[config.mk]
export PLATFORM = sky130hd
export DESIGN_NAME = a2d_sequencer
export DESIGN_NICKNAME = d
export VERILOG_FILES = /design/src/rtl/a2d_sequencer.sv
export SDC_FILE = /design/constraint.sdc
export NUM_CORES = 1
export LEC_CHECK = 0
export ABC_CLOCK_PERIOD_IN_PS = 2300
export CAP_MARGIN = 5
export CORE_MARGIN = 5
export CORE_UTILIZATION = 54
export DETAILED_ROUTE_END_ITERATION = 6
export PLACE_DENSITY = 0.87
export SETUP_SLACK_MARGIN = 0.15
export SYNTH_ARGS = -nofsm -noshare
export SYNTH_HDL_FRONTEND = slang
export SYNTH_SLANG_ARGS = --single-unit
[constraint.sdc]
create_clock -name clk -period 2.3 [get_ports clk]
set_input_delay 0.46 -clock clk [delete_from_list [all_inputs] [get_ports clk]]
set_output_delay 0.46 -clock clk [all_outputs]
set_load 0.005 [all_outputs]
[src/rtl/a2d_sequencer.sv]
// a2d_sequencer: round-robin conversion sequencer in front of the SPI A2D
// interface. Averages 2^AVG_LOG2 conversions per enabled channel and keeps
// the truncated 12-bit averages in a bank with a registered read port.
module a2d_sequencer #(
    parameter int AVG_LOG2    = 2,
    parameter int SETTLE_CYC  = 16,
    parameter int TIMEOUT_CYC = 1023
) (
    input  logic        clk,
    input  logic        rst_n,
    input  logic        en,
    input  logic [7:0]  ch_mask,
    output logic        strt_cnv,
    output logic [2:0]  chnnl,
    input  logic        cnv_cmplt,
    input  logic [11:0] res,
    input  logic [2:0]  rd_ch,
    output logic [11:0] rd_data,
    output logic [7:0]  ch_valid,
    output logic        sweep_done,
    output logic        busy,
    output logic        err,
    input  logic        clr_err
);

    localparam int ACC_W = 12 + AVG_LOG2;
    localparam int SC_W  = (AVG_LOG2 > 0) ? AVG_LOG2 : 1;
    localparam logic [SC_W-1:0] SC_LAST = SC_W'((1 << AVG_LOG2) - 1);

    localparam logic [2:0] IDLE      = 3'd0;
    localparam logic [2:0] SETTLE    = 3'd1;
    localparam logic [2:0] START     = 3'd2;
    localparam logic [2:0] WAIT_BUSY = 3'd3;
    localparam logic [2:0] WAIT_DONE = 3'd4;
    localparam logic [2:0] STORE     = 3'd5;

    logic [2:0]       state;
    logic [7:0]       mask_q;
    logic [2:0]       cur_ch;
    logic [7:0]       settle_cnt;
    logic             start_cnt;
    logic [9:0]       to_cnt;
    logic [ACC_W-1:0] accum;
    logic [SC_W-1:0]  sample_cnt;
    logic             abort_q;
    logic [11:0]      bank [8];
    logic [3:0]       first_ch;
    logic [3:0]       next_ch;
    logic             to_hit;

    // {found, index} of the lowest set bit of m at or above position lo
    function automatic logic [3:0] pick(input logic [7:0] m, input logic [3:0] lo);
        logic [3:0] r;
        r = '0;
        for (int unsigned i = 0; i < 8; i++) begin
            if (!r[3] && m[i] && (i >= 32'(lo))) r = {1'b1, 3'(i)};
        end
        return r;
    endfunction

    // channel selection for sweep start and for advancing within a sweep
    always_comb begin
        first_ch = pick(ch_mask, 4'd0);
        next_ch  = pick(mask_q, 4'(cur_ch) + 4'd1);
        to_hit   = (to_cnt == 10'(TIMEOUT_CYC - 1));
    end

    assign strt_cnv = (state == START);
    assign busy     = (state != IDLE);

    // sequencing FSM, settle/timeout counters, accumulator and error flag
    always_ff @(posedge clk or negedge rst_n) begin
        if (!rst_n) begin
            state      <= IDLE;
            mask_q     <= '0;
            cur_ch     <= '0;
            chnnl      <= '0;
            settle_cnt <= '0;
            start_cnt  <= 1'b0;
            to_cnt     <= '0;
            accum      <= '0;
            sample_cnt <= '0;
            abort_q    <= 1'b0;
            sweep_done <= 1'b0;
            err        <= 1'b0;
        end else begin
            sweep_done <= 1'b0;
            // a timeout later in this block overrides the clear
            if (clr_err) err <= 1'b0;
            case (state)
                IDLE: begin
                    if (en && first_ch[3]) begin
                        mask_q     <= ch_mask;
                        cur_ch     <= first_ch[2:0];
                        settle_cnt <= '0;
                        state      <= SETTLE;
                    end
                end
                SETTLE: begin
                    if (!en) begin
                        accum      <= '0;
                        sample_cnt <= '0;
                        state      <= IDLE;
                    end else if (settle_cnt == 8'(SETTLE_CYC - 1)) begin
                        chnnl     <= cur_ch;
                        start_cnt <= 1'b0;
                        state     <= START;
                    end else begin
                        settle_cnt <= settle_cnt + 8'd1;
                    end
                end
                START: begin
                    if (start_cnt) begin
                        to_cnt <= '0;
                        state  <= WAIT_BUSY;
                    end else begin
                        start_cnt <= 1'b1;
                    end
                end
                WAIT_BUSY: begin
                    if (!cnv_cmplt) begin
                        to_cnt <= '0;
                        state  <= WAIT_DONE;
                    end else if (to_hit) begin
                        err        <= 1'b1;
                        accum      <= '0;
                        sample_cnt <= '0;
                        abort_q    <= 1'b1;
                        state      <= STORE;
                    end else begin
                        to_cnt <= to_cnt + 10'd1;
                    end
                end
                WAIT_DONE: begin
                    if (cnv_cmplt) begin
                        if (!en) begin
                            accum      <= '0;
                            sample_cnt <= '0;
                            state      <= IDLE;
                        end else begin
                            accum <= accum + ACC_W'(res);
                            if (sample_cnt == SC_LAST) begin
                                sample_cnt <= '0;
                                abort_q    <= 1'b0;
                                state      <= STORE;
                            end else begin
                                sample_cnt <= sample_cnt + 1'b1;
                                settle_cnt <= '0;
                                state      <= SETTLE;
                            end
                        end
                    end else if (to_hit) begin
                        err        <= 1'b1;
                        accum      <= '0;
                        sample_cnt <= '0;
                        abort_q    <= 1'b1;
                        state      <= STORE;
                    end else begin
                        to_cnt <= to_cnt + 10'd1;
                    end
                end
                STORE: begin
                    // the aborted (timeout) path also comes through here so
                    // channel advance and end-of-sweep handling live in one place
                    accum      <= '0;
                    settle_cnt <= '0;
                    if (next_ch[3]) begin
                        cur_ch <= next_ch[2:0];
                        state  <= en ? SETTLE : IDLE;
                    end else begin
                        sweep_done <= 1'b1;
                        if (en && first_ch[3]) begin
                            mask_q <= ch_mask;
                            cur_ch <= first_ch[2:0];
                            state  <= SETTLE;
                        end else begin
                            state <= IDLE;
                        end
                    end
                end
                default: state <= IDLE;
            endcase
        end
    end

    // result bank, valid flags and registered read port
    always_ff @(posedge clk or negedge rst_n) begin
        if (!rst_n) begin
            for (int unsigned i = 0; i < 8; i++) bank[i] <= '0;
            ch_valid <= '0;
            rd_data  <= '0;
        end else begin
            rd_data <= bank[rd_ch];
            if (state == STORE && !abort_q) begin
                bank[cur_ch]     <= accum[AVG_LOG2 +: 12];
                ch_valid[cur_ch] <= 1'b1;
            end
        end
    end

endmodule

# Word level (Yosys, flattened, before mapping)
# Cells that the tools add are included.
dict set report word_totals {
  ff_bits 171
  latchBits 0
  mem_bits_rw 0
  mem_bits_ro 0
  input_bits 28
  out_inout_bits 27
  elab_cells 209
  memories 0
}
dict set report op_classes {
  n_addsub 5
  multipliers 0
  div_mod_pow 0
  n_lt_le_gt_ge 13
  n_eq_ne 23
  shifts 0
  muxes 84
  bitwise_logic 3
  reduce_logical 59
}
# cell count
set ops {}
lappend ops {{96-bit bitwise mux} 1}
lappend ops {{14-bit 2-to-1 mux} 5}
lappend ops {{4-bit 2-to-1 mux} 16}
lappend ops {{8-bit 2-to-1 mux} 8}
lappend ops {{14-bit case mux with 4 select lines} 1}
lappend ops {{10-bit 2-to-1 mux} 4}
lappend ops {{12-bit binary-select mux with 3-bit select} 1}
lappend ops {{12-bit demux with 3-bit select} 1}
lappend ops {{12-bit 2-to-1 mux} 3}
lappend ops {{3-bit 2-to-1 mux} 11}
lappend ops {{8-bit case mux with 4 select lines} 1}
lappend ops {{10-bit case mux with 3 select lines} 1}
lappend ops {{1-bit logical AND} 26}
lappend ops {{2-bit inequality test, second input constant} 11}
lappend ops {{3-bit case mux with 6 select lines} 1}
lappend ops {{3-bit AND reduction} 6}
lappend ops {{1-bit 2-to-1 mux} 17}
lappend ops {{3-bit by 4-bit greater-or-equal comparator with 1-bit output, first input constant} 4}
lappend ops {{8-bit case mux with 2 select lines} 1}
lappend ops {{1-bit logical NOT} 15}
lappend ops {{14-bit by 12-bit adder with 14-bit output} 1}
lappend ops {{2-bit 2-to-1 mux} 6}
lappend ops {{10-bit by 1-bit adder with 10-bit output, second input constant} 1}
lappend ops {{10-bit == test, second input constant} 1}
lappend ops {{29 further kinds} 44}

# Logic depth before layout (Yosys ltp)
# Gate-level depths: netlist (run 1).
dict set report logic_depth {
  depth_word 34
  mapped_depth 8
  depth_no_buf 7
}

# Least setup slack after synthesis (run 1)
# Ideal clock, no wire load.
dict set report synth_timing {
  path_kind {reg-to-reg}
  from {register cur_ch[0]}
  to {register mask_q[0]}
  setup_time_ps 125
  arrival_time_ps 2349
  required_ps 2175
  path_slack_ps -174
  path_stages_with_launch 8
  path_buffers 0
  period_less_slack_ps 2474
  cell_sequence {dfrtp_1 -> inv_1 -> ha_1 -> a22o_1 -> a211oi_1 -> o2111ai_2 -> a21oi_4 -> mux2_2}
}
dict set report synth_via {
  elab_chain_len 34
  word_cells_on_any_way 41
  classes_between {add/sub (1); order compare (8); eq/ne (1); mux (8); reduce/logical (23)}
}
# item line
set synth_lines {}
lappend synth_lines {{start: declaration} 39} ;# logic [2:0] cur_ch;
lappend synth_lines {{start signal: assignment} 94} ;# cur_ch <= first_ch[2:0];
lappend synth_lines {{start signal: assignment} 168} ;# cur_ch <= next_ch[2:0];
lappend synth_lines {{start signal: assignment} 174} ;# cur_ch <= first_ch[2:0];
lappend synth_lines {{3-bit by 1-bit adder with 4-bit output (*)} 64} ;# next_ch = pick(mask_q, 4'(cur_ch) + 4'd1);
lappend synth_lines {{1-bit by 4-bit greater-or-equal comparator with 1-bit output} 56} ;# if (!r[3] && m[i] && (i >= 32'(lo))) r = {1'b1, 3'(i)};
lappend synth_lines {{1-bit logical AND} 56}
lappend synth_lines {{4-bit 2-to-1 mux} 56}
lappend synth_lines {{1-bit logical NOT} 56}
lappend synth_lines {{1-bit logical AND (2 in series)} 56}
lappend synth_lines {{4-bit 2-to-1 mux} 56}
lappend synth_lines {{1-bit logical NOT} 56}
lappend synth_lines {{(+15 left out)} -}
lappend synth_lines {{1-bit logical NOT} 56}
lappend synth_lines {{1-bit logical AND (2 in series)} 56}
lappend synth_lines {{4-bit 2-to-1 mux} 56}
lappend synth_lines {{1-bit logical NOT} 56}
lappend synth_lines {{1-bit logical AND (2 in series)} 56}
lappend synth_lines {{4-bit 2-to-1 mux (*)} 56}
lappend synth_lines {{2-bit inequality test (no line) (*)} -}
lappend synth_lines {{2-bit AND reduction (no line) (*)} -}
lappend synth_lines {{end signal: assignment} 93} ;# mask_q <= ch_mask;
lappend synth_lines {{end signal: assignment} 173} ;# mask_q <= ch_mask;
lappend synth_lines {{end: declaration} 38} ;# logic [7:0] mask_q;
# Mark *: on every way between the ends. The rest lies on a longest branch, timed or not.
# A chain may end at the register's enable or synchronous reset.

# Final worst setup path (run 1)
dict set report layout_timing {
  from {register cur_ch[0]}
  to {register mask_q[2]}
}
# Same word-level chain as after synthesis.

==> impl_summary.log, run 1 <==
INFO  metric synthDistinctLibCells = 66
INFO  metric finalInstanceArea = 10700 sq um
INFO  metric utilization = 70.0%
INFO  metric floorplan.initialDensity = 55.1%
INFO  metric syn_inst = 679
INFO  metric synth_enable_flop_cells = 0
INFO  metric internal_power = 0.00576 W
INFO  metric worst-r2r-setup-slack = 0.06 ns
INFO  metric dp.final_hpwl = 13900 um
INFO  metric fillCellCount = 959
INFO  metric clkTransAtPathRegs = 0.08 ns
INFO  metric synth_nets = 728
INFO  metric synthFlopType = dfrtp_1
INFO  metric ir_drop = 0.000656 V
INFO  metric postPlaceCellArea = 9720 sq um
INFO  metric synth_warnings = 0
INFO  metric design.core.area = 15300 sq um
INFO  metric timing_worst_setup_path_type = register to register
INFO  metric num_io_pins = 55
INFO  metric global_route_wire_length_before_repair = 35200 um
INFO  metric sequential_cell_area = 4290 sq um
INFO  metric cts.htree.levels = 4
INFO  metric gr-total-overflow = 0
INFO  metric critPathMaxFanout = 8
INFO  metric met2_length = 11100 um
INFO  metric whs = 0.469 ns
INFO  metric synth.top_cells.by_area = dfrtp_1 51%, mux2_2 15%, mux4_2 6.4%
INFO  metric timing.rr.end = mask_q[2]
INFO  metric detail_route.drc_violations = 0
INFO  metric power_leakage = 5.03 nW
INFO  metric area_growth = 26.9%
INFO  metric power_dens_cells = 774 nW/um^2
INFO  metric die_x = 135 um
INFO  metric worst_setup_path_end_kind = register
INFO  metric total_standard_cell_area_after_synthesis = 8410 sq um
INFO  metric pre_cts_slack = -0.435 ns
INFO  metric power.share.clock = 36.2%
INFO  metric maxCapViolations = 0
INFO  metric routed_via_density = 6.13
INFO  metric cts.sinks = 171
INFO  metric critPathSlowestCell = dfrtp_2
INFO  metric post-place-cells = 987
INFO  metric fp.dieArea = 18200 sq um
INFO  metric first_global_vias = 6866
INFO  metric fp-row-count = 45
INFO  metric wl_met1 = 8950 um
INFO  metric slack_of_the_critical_path = 0.0578 ns
INFO  metric timing.final.crit_period = 2.24 ns
INFO  metric worstHoldPathCells = 1
INFO  metric drtAntennaViolNets = 0
INFO  metric syn_area_per_cell = 12.4 sq um
INFO  metric wire_per_inst = 20.9 um
INFO  metric share_seq_of_total_power = 41.0%
INFO  metric fin_crit_sh = 97.5%
INFO  metric synth_async_sr_flop_share = 100%
INFO  metric routed_wl = 21700 um
INFO  metric pin_count_of_the_biggest_net_entering_global_routing = 53
INFO  metric firstDrtPassIters = 5
INFO  metric startpoint_type = register
INFO  metric skew = 0.0129 ns
INFO  metric drive_gt1_share = 38.1%
INFO  metric reg2reg_launch_point = cur_ch[0]
INFO  metric result_of_the_run = finished, final reports clean
INFO  metric report.final.slew_viol_count = 0
INFO  metric post-synth-top-area-fraction = 50.9%
INFO  metric unrepaired_setup_endpoints_after_global_routing = true
INFO  metric clockBufferDepth = 2
INFO  metric comb_power_share = 22.8%
INFO  metric layout.nets = 863
INFO  metric hold_viol_final = 0
INFO  metric min-delay-start = ch_valid[6]
INFO  metric insertedDiodeCount = 0
INFO  metric r2r_cells = 8
INFO  metric finalSetupViolCount = 0
INFO  metric multi_input_comb_area = 4130 sq um
INFO  metric gpl.final_weighted_congestion = 0.960
INFO  metric antenna_violations_before_repair = 0
INFO  metric netSwitchingPower = 0.00250 W
INFO  metric numPortBuffers = 54
INFO  metric postSynthRegisterBits = 171
INFO  metric gr-usage-all-layers = 24.6%
INFO  metric fmax = 446 MHz
INFO  metric critical_path.max_stage_delay = 0.47 ns
INFO  metric cts_inserted_buffers = 17
INFO  metric dieHeight = 135 um
INFO  metric synth_area_leader_cell = dfrtp_1
INFO  metric ys_top_cells_by_count = 171 x dfrtp_1, 115 x mux2_2, 39 x nand2_1, 38 x o21ai_0, 29 x nor2_1
INFO  metric path_cells = buf_4, ha_4, a22o_1, a211oi_2, o2111ai_2, a21oi_4, buf_12, mux2_4
INFO  metric routed-wl-met3 = 1120 um
INFO  metric clk-insertion-delay-late = 0.43 ns
INFO  metric top_layer_used = met4
INFO  metric holdCritPathClass = register to register
INFO  metric timing.hold.worst_endpoint = ch_valid[6]
INFO  metric synthMostInstantiatedCell = dfrtp_1
INFO  metric timing.critical_path.arrival = 2.56 ns
INFO  metric netSwitchingFraction = 30.3%
INFO  metric route.vias.total = 6360
INFO  metric cts-root-buf = clkbuf_16
INFO  metric clock_tree_from_tritoncts = yes
INFO  metric worst_pin_slew = 0.510 ns
INFO  metric final-instance-count-excl-fill = 1038
INFO  metric drtIter0Drc = 532
INFO  metric timing.critical_path.required = 2.61 ns
INFO  metric synth_seq_area_share = 50.9%
INFO  metric slew-limit-headroom = 66.0%
through the flow:
step / TNS (ns) / total power (W)
global route: 0 / 0.00857
finish: 0 / 0.00826
CTS: 0 / 0.00804
global placement: -1.41 / 0.00477
detailed placement: -2.08 / 0.00488
floorplan: 0 / 0.00425
what timing repair did:
action                     in CTS  in global routing
setup buffers                  14                  4
setup endpoints to repair      15                 22
hold buffers                    1                  0
hold endpoints to repair       30                  0
pin swaps                      16                 15
resized for setup              24                 27
how the worst max path moves through the flow:
stage | cells past startpoint | endpoint | start
2_1_floorplan | 7 | mask_q[0] | cur_ch[0]
3_3_place_gp | 7 | accum[11] | res[1]
3_5_place_dp | 7 | accum[11] | res[1]
4_1_cts | 8 | mask_q[2] | cur_ch[1]
5_1_grt | 8 | mask_q[6] | cur_ch[0]
6_report | 8 | mask_q[2] | cur_ch[0]
critical path, delay by kind of cell (launching register included):
family / cells / cell delay [ns]
AO/OA/AOI/OAI: 4 / 0.88
adder cells (fa/ha/maj): 1 / 0.16
buffers and inverters: 2 / 0.32
flip-flops: 1 / 0.47
multiplexers: 1 / 0.30
layout by cell type (no fill, tap or decap), drive strengths merged, types with 18 or more instances in the layout:
cell type      netlist  layout
dfrtp              171     171
mux2               115     115
buf                 17      94
clkdlybuf4s50        0      49
nand2               39      39
o21ai               38      38
nor2                29      29
mux4                24      24
a21oi               24      24
inv                 15      23
ha                  20      20
clkbuf              15      18
per-layer routing:
layer,track usage [%],vias up
met5,0,-
met2,41.9,247
met4,8.09,0
met3,5.07,59
li1,-,2814
met1,31.5,3240
power by group through the flow:
stage | combinational [W] | sequential (W) | clock [W]
detailed placement | 0.00146 | 0.00342 | 0
floorplan | 0.000922 | 0.00333 | 0
CTS | 0.00167 | 0.00337 | 0.00301
global placement | 0.00137 | 0.00340 | 0
finish | 0.00188 | 0.00339 | 0.00299
global route | 0.00200 | 0.00340 | 0.00317
cell type report:
| cell class | instances | area share, % |
|---|---|---|
| multi-input combinational | 461 | 38.7 |
| timing repair buffer | 148 | 12.4 |
| clock buffer | 18 | 4.11 |
| inverter | 15 | 0.551 |
| tap | 211 | 2.47 |
| sequential | 171 | 40.1 |
| clock inverter | 14 | 1.65 |
kinds of logic after synthesis:
logic type                 share of synthesized area, %
adders and majority gates                          3.21
buffers and inverters                              2.36
muxes                                              21.9
and+or+nand+nor                                    8.92
xor gates and xnor gates                           1.35
DFF                                                50.9
AOI/OAI and AO/OA                                  11.3
registers in the layout (all words and copies together) (netlist names), 3 cells and up:
register,count
chnnl,3
to_cnt,10
mask_q,8
accum,14
settle_cnt,8
ch_valid,8
cur_ch,3
rd_data,12
bank,96
state,3
Power figures use the tool's default switching activity.
==> run 2, diff against run 1 <==
--- a/config.mk
+++ b/config.mk
@@ -10,7 +10,9 @@
 export CORE_MARGIN = 5
 export CORE_UTILIZATION = 54
 export DETAILED_ROUTE_END_ITERATION = 6
+export MAX_ROUTING_LAYER = met4
 export PLACE_DENSITY = 0.87
+export REMOVE_ABC_BUFFERS = 1
 export SETUP_SLACK_MARGIN = 0.15
 export SYNTH_ARGS = -nofsm -noshare
 export SYNTH_HDL_FRONTEND = slang
==> run 2 against run 1 <==
Clock-buffer cell count rose by 5. Clock skew barely moved. Register-to-register slack got worse by 0.03 ns. Critical path depth rose by 1. Setup slack got worse by 0.034 ns. First-iteration DRC count fell by 32%. Via count rose by 0.94%. Largest cell class unchanged.
==> impl_summary.log, run 2 (same netlist as run 1, synthesis figures left out) <==
INFO  metric clockBufferDepth = 2
INFO  metric cts_inserted_buffers = 17
INFO  metric route.vias.total = 6420
INFO  metric timing_worst_setup_path_type = register to register
INFO  metric cts-root-buf = clkbuf_16
INFO  metric finalSetupViolCount = 0
INFO  metric drtAntennaViolNets = 0
INFO  metric clk-insertion-delay-late = 0.43 ns
INFO  metric routed_via_density = 6.14
INFO  metric r2r_cells = 9
INFO  metric worst_setup_path_end_kind = register
INFO  metric timing.critical_path.required = 2.60 ns
INFO  metric routed_wl = 21300 um
INFO  metric layout.nets = 870
INFO  metric cts.sinks = 171
INFO  metric utilization = 70.3%
INFO  metric antenna_violations_before_repair = 1
INFO  metric timing.final.crit_period = 2.28 ns
INFO  metric fp.dieArea = 18200 sq um
INFO  metric fin_crit_sh = 99.0%
INFO  metric top_register = bank
INFO  metric timing.critical_path.to = cur_ch[0]
INFO  metric fp-row-count = 45
INFO  metric cts.htree.levels = 4
INFO  metric layout.cells.most_common = dfrtp_1
INFO  metric min-delay-start = ch_valid[0]
INFO  metric post-place-cells = 990
INFO  metric dp.final_hpwl = 14100 um
INFO  metric final-instance-count-excl-fill = 1045
INFO  metric reg2reg_launch_point = cur_ch[0]
INFO  metric power_leakage = 5.02 nW
INFO  metric power.total = 0.00809 W
INFO  metric drtIter0Drc = 362
INFO  metric drive_gt1_share = 39.0%
INFO  metric floorplan.initialDensity = 55.1%
INFO  metric unrepaired_setup_endpoints_after_global_routing = true
INFO  metric layout_common_cells = 165 x dfrtp_1, 107 x mux2_2, 86 x buf_4
INFO  metric pin_count_of_the_biggest_net_entering_global_routing = 46
INFO  metric gpl.final_weighted_congestion = 0.908
INFO  metric result_of_the_run = finished, final reports clean
INFO  metric dieHeight = 135 um
INFO  metric area_growth = 27.6%
INFO  metric largest_reg_flops = 96
INFO  metric startpoint_type = register
INFO  metric clkTransAtPathRegs = 0.06 ns
INFO  metric worst-r2r-setup-slack = 0.02 ns
INFO  metric fmax = 439 MHz
INFO  metric gr-total-overflow = 0
INFO  metric worstSetupStartpoint = cur_ch[0]
INFO  metric first_global_vias = 6860
INFO  metric worstHoldPathCells = 1
INFO  metric postPlaceCellArea = 9760 sq um
INFO  metric slew-limit-headroom = 57.6%
INFO  metric critPathMaxFanout = 5
INFO  metric gr-usage-all-layers = 24.7%
INFO  metric wire_per_inst = 20.4 um
INFO  metric holdCritPathClass = register to register
INFO  metric reg.largest.list = bank x96, accum x14, rd_data x12
INFO  metric power_dens_cells = 754 nW/um^2
INFO  metric detail_route.drc_violations = 0
INFO  metric finalInstanceArea = 10700 sq um
INFO  metric design.core.area = 15300 sq um
INFO  metric numPortBuffers = 54
INFO  metric die_x = 135 um
INFO  metric maxCapViolations = 0
INFO  metric totalNegativeSetupSlack = 0 ns
INFO  metric hold_viol_final = 0
INFO  metric report.final.slew_viol_count = 0
INFO  metric skew = 0.0125 ns
INFO  metric firstDrtPassIters = 7
INFO  metric timing.critical_path.arrival = 2.58 ns
INFO  metric num_io_pins = 55
INFO  metric global_route_wire_length_before_repair = 34200 um
INFO  metric worst_pin_slew = 0.635 ns
INFO  metric ir_drop = 0.000734 V
INFO  metric clock_tree_from_tritoncts = yes
INFO  metric timing.rr.end = cur_ch[0]
[run 2: cell types whose count changed in the layout (fill, tap and decap cells not counted), moves of 3 or more]
| cell | before | now |
|---|---|---|
| buf_6 | 1 | 7 |
| inv_8 | 3 | 0 |
| clkbuf_1 | 0 | 4 |
| clkinv_4 | 0 | 3 |
| inv_6 | 5 | 2 |
[run 2: per-stage QoR]
stage,setup WS (ns),hold slack (ns)
2_1_floorplan,-0.174,0.164
3_5_place_dp,-0.441,0.391
4_1_cts,0.0553,0.478
5_1_grt,-0.0369,0.489
3_3_place_gp,-0.361,0.381
6_report,0.0239,0.472
[run 2: worst min-delay path by stage]
stage	end	slack (ns)
2_1_floorplan	abort_q	0.16
3_3_place_gp	bank[39]	0.38
3_5_place_dp	ch_valid[4]	0.39
4_1_cts	ch_valid[6]	0.48
5_1_grt	ch_valid[6]	0.49
6_report	ch_valid[0]	0.47
[run 2: report_power, final]
| part | leakage [nW] | switching (W) | internal, W |
|---|---|---|---|
| logic | 2.44 | 0.00106 | 0.00106 |
| registers | 2.32 | 0.000196 | 0.00316 |
| clock network | 0.254 | 0.00117 | 0.00144 |
| total | 5.02 | 0.00242 | 0.00567 |
[run 2: cell type report]
class / instances / area, sq um
timing repair buffer: 155 / 1410
tap: 211 / 264
sequential: 171 / 4290
inverter: 15 / 56.3
antenna: 1 / 2.50
multi-input combinational: 461 / 4180
clock inverter: 8 / 63.8
fill: 972 / 4530
clock buffer: 23 / 468
[run 2: per-layer routing]
metal / global-route usage [%] / wire [um] / vias to the layer above
li1: - / - / 2824
met1: 28.7 / 8340 / 3256
met2: 41.7 / 11100 / 278
met3: 5.25 / 1340 / 62
met4: 10.4 / 551 / 0
met5: - / 0 / -
[run 2: timing repair]
item,in CTS,in global routing
hold buffers,1,0
pin swaps,8,14
gates resized for setup,38,30
endpoints found under the setup margin,19,23
endpoints found under the hold margin,34,0
buffers inserted,15,7
[run 2: critical path, cell delays in order, from the launching register on]
cell	delay, ns
dfrtp_2	0.46
inv_2	0.10
ha_4	0.14
or2b_4	0.31
a211oi_4	0.33
o2111ai_4	0.18
buf_4	0.18
buf_6	0.12
a211oi_2	0.25
a2111oi_2	0.07
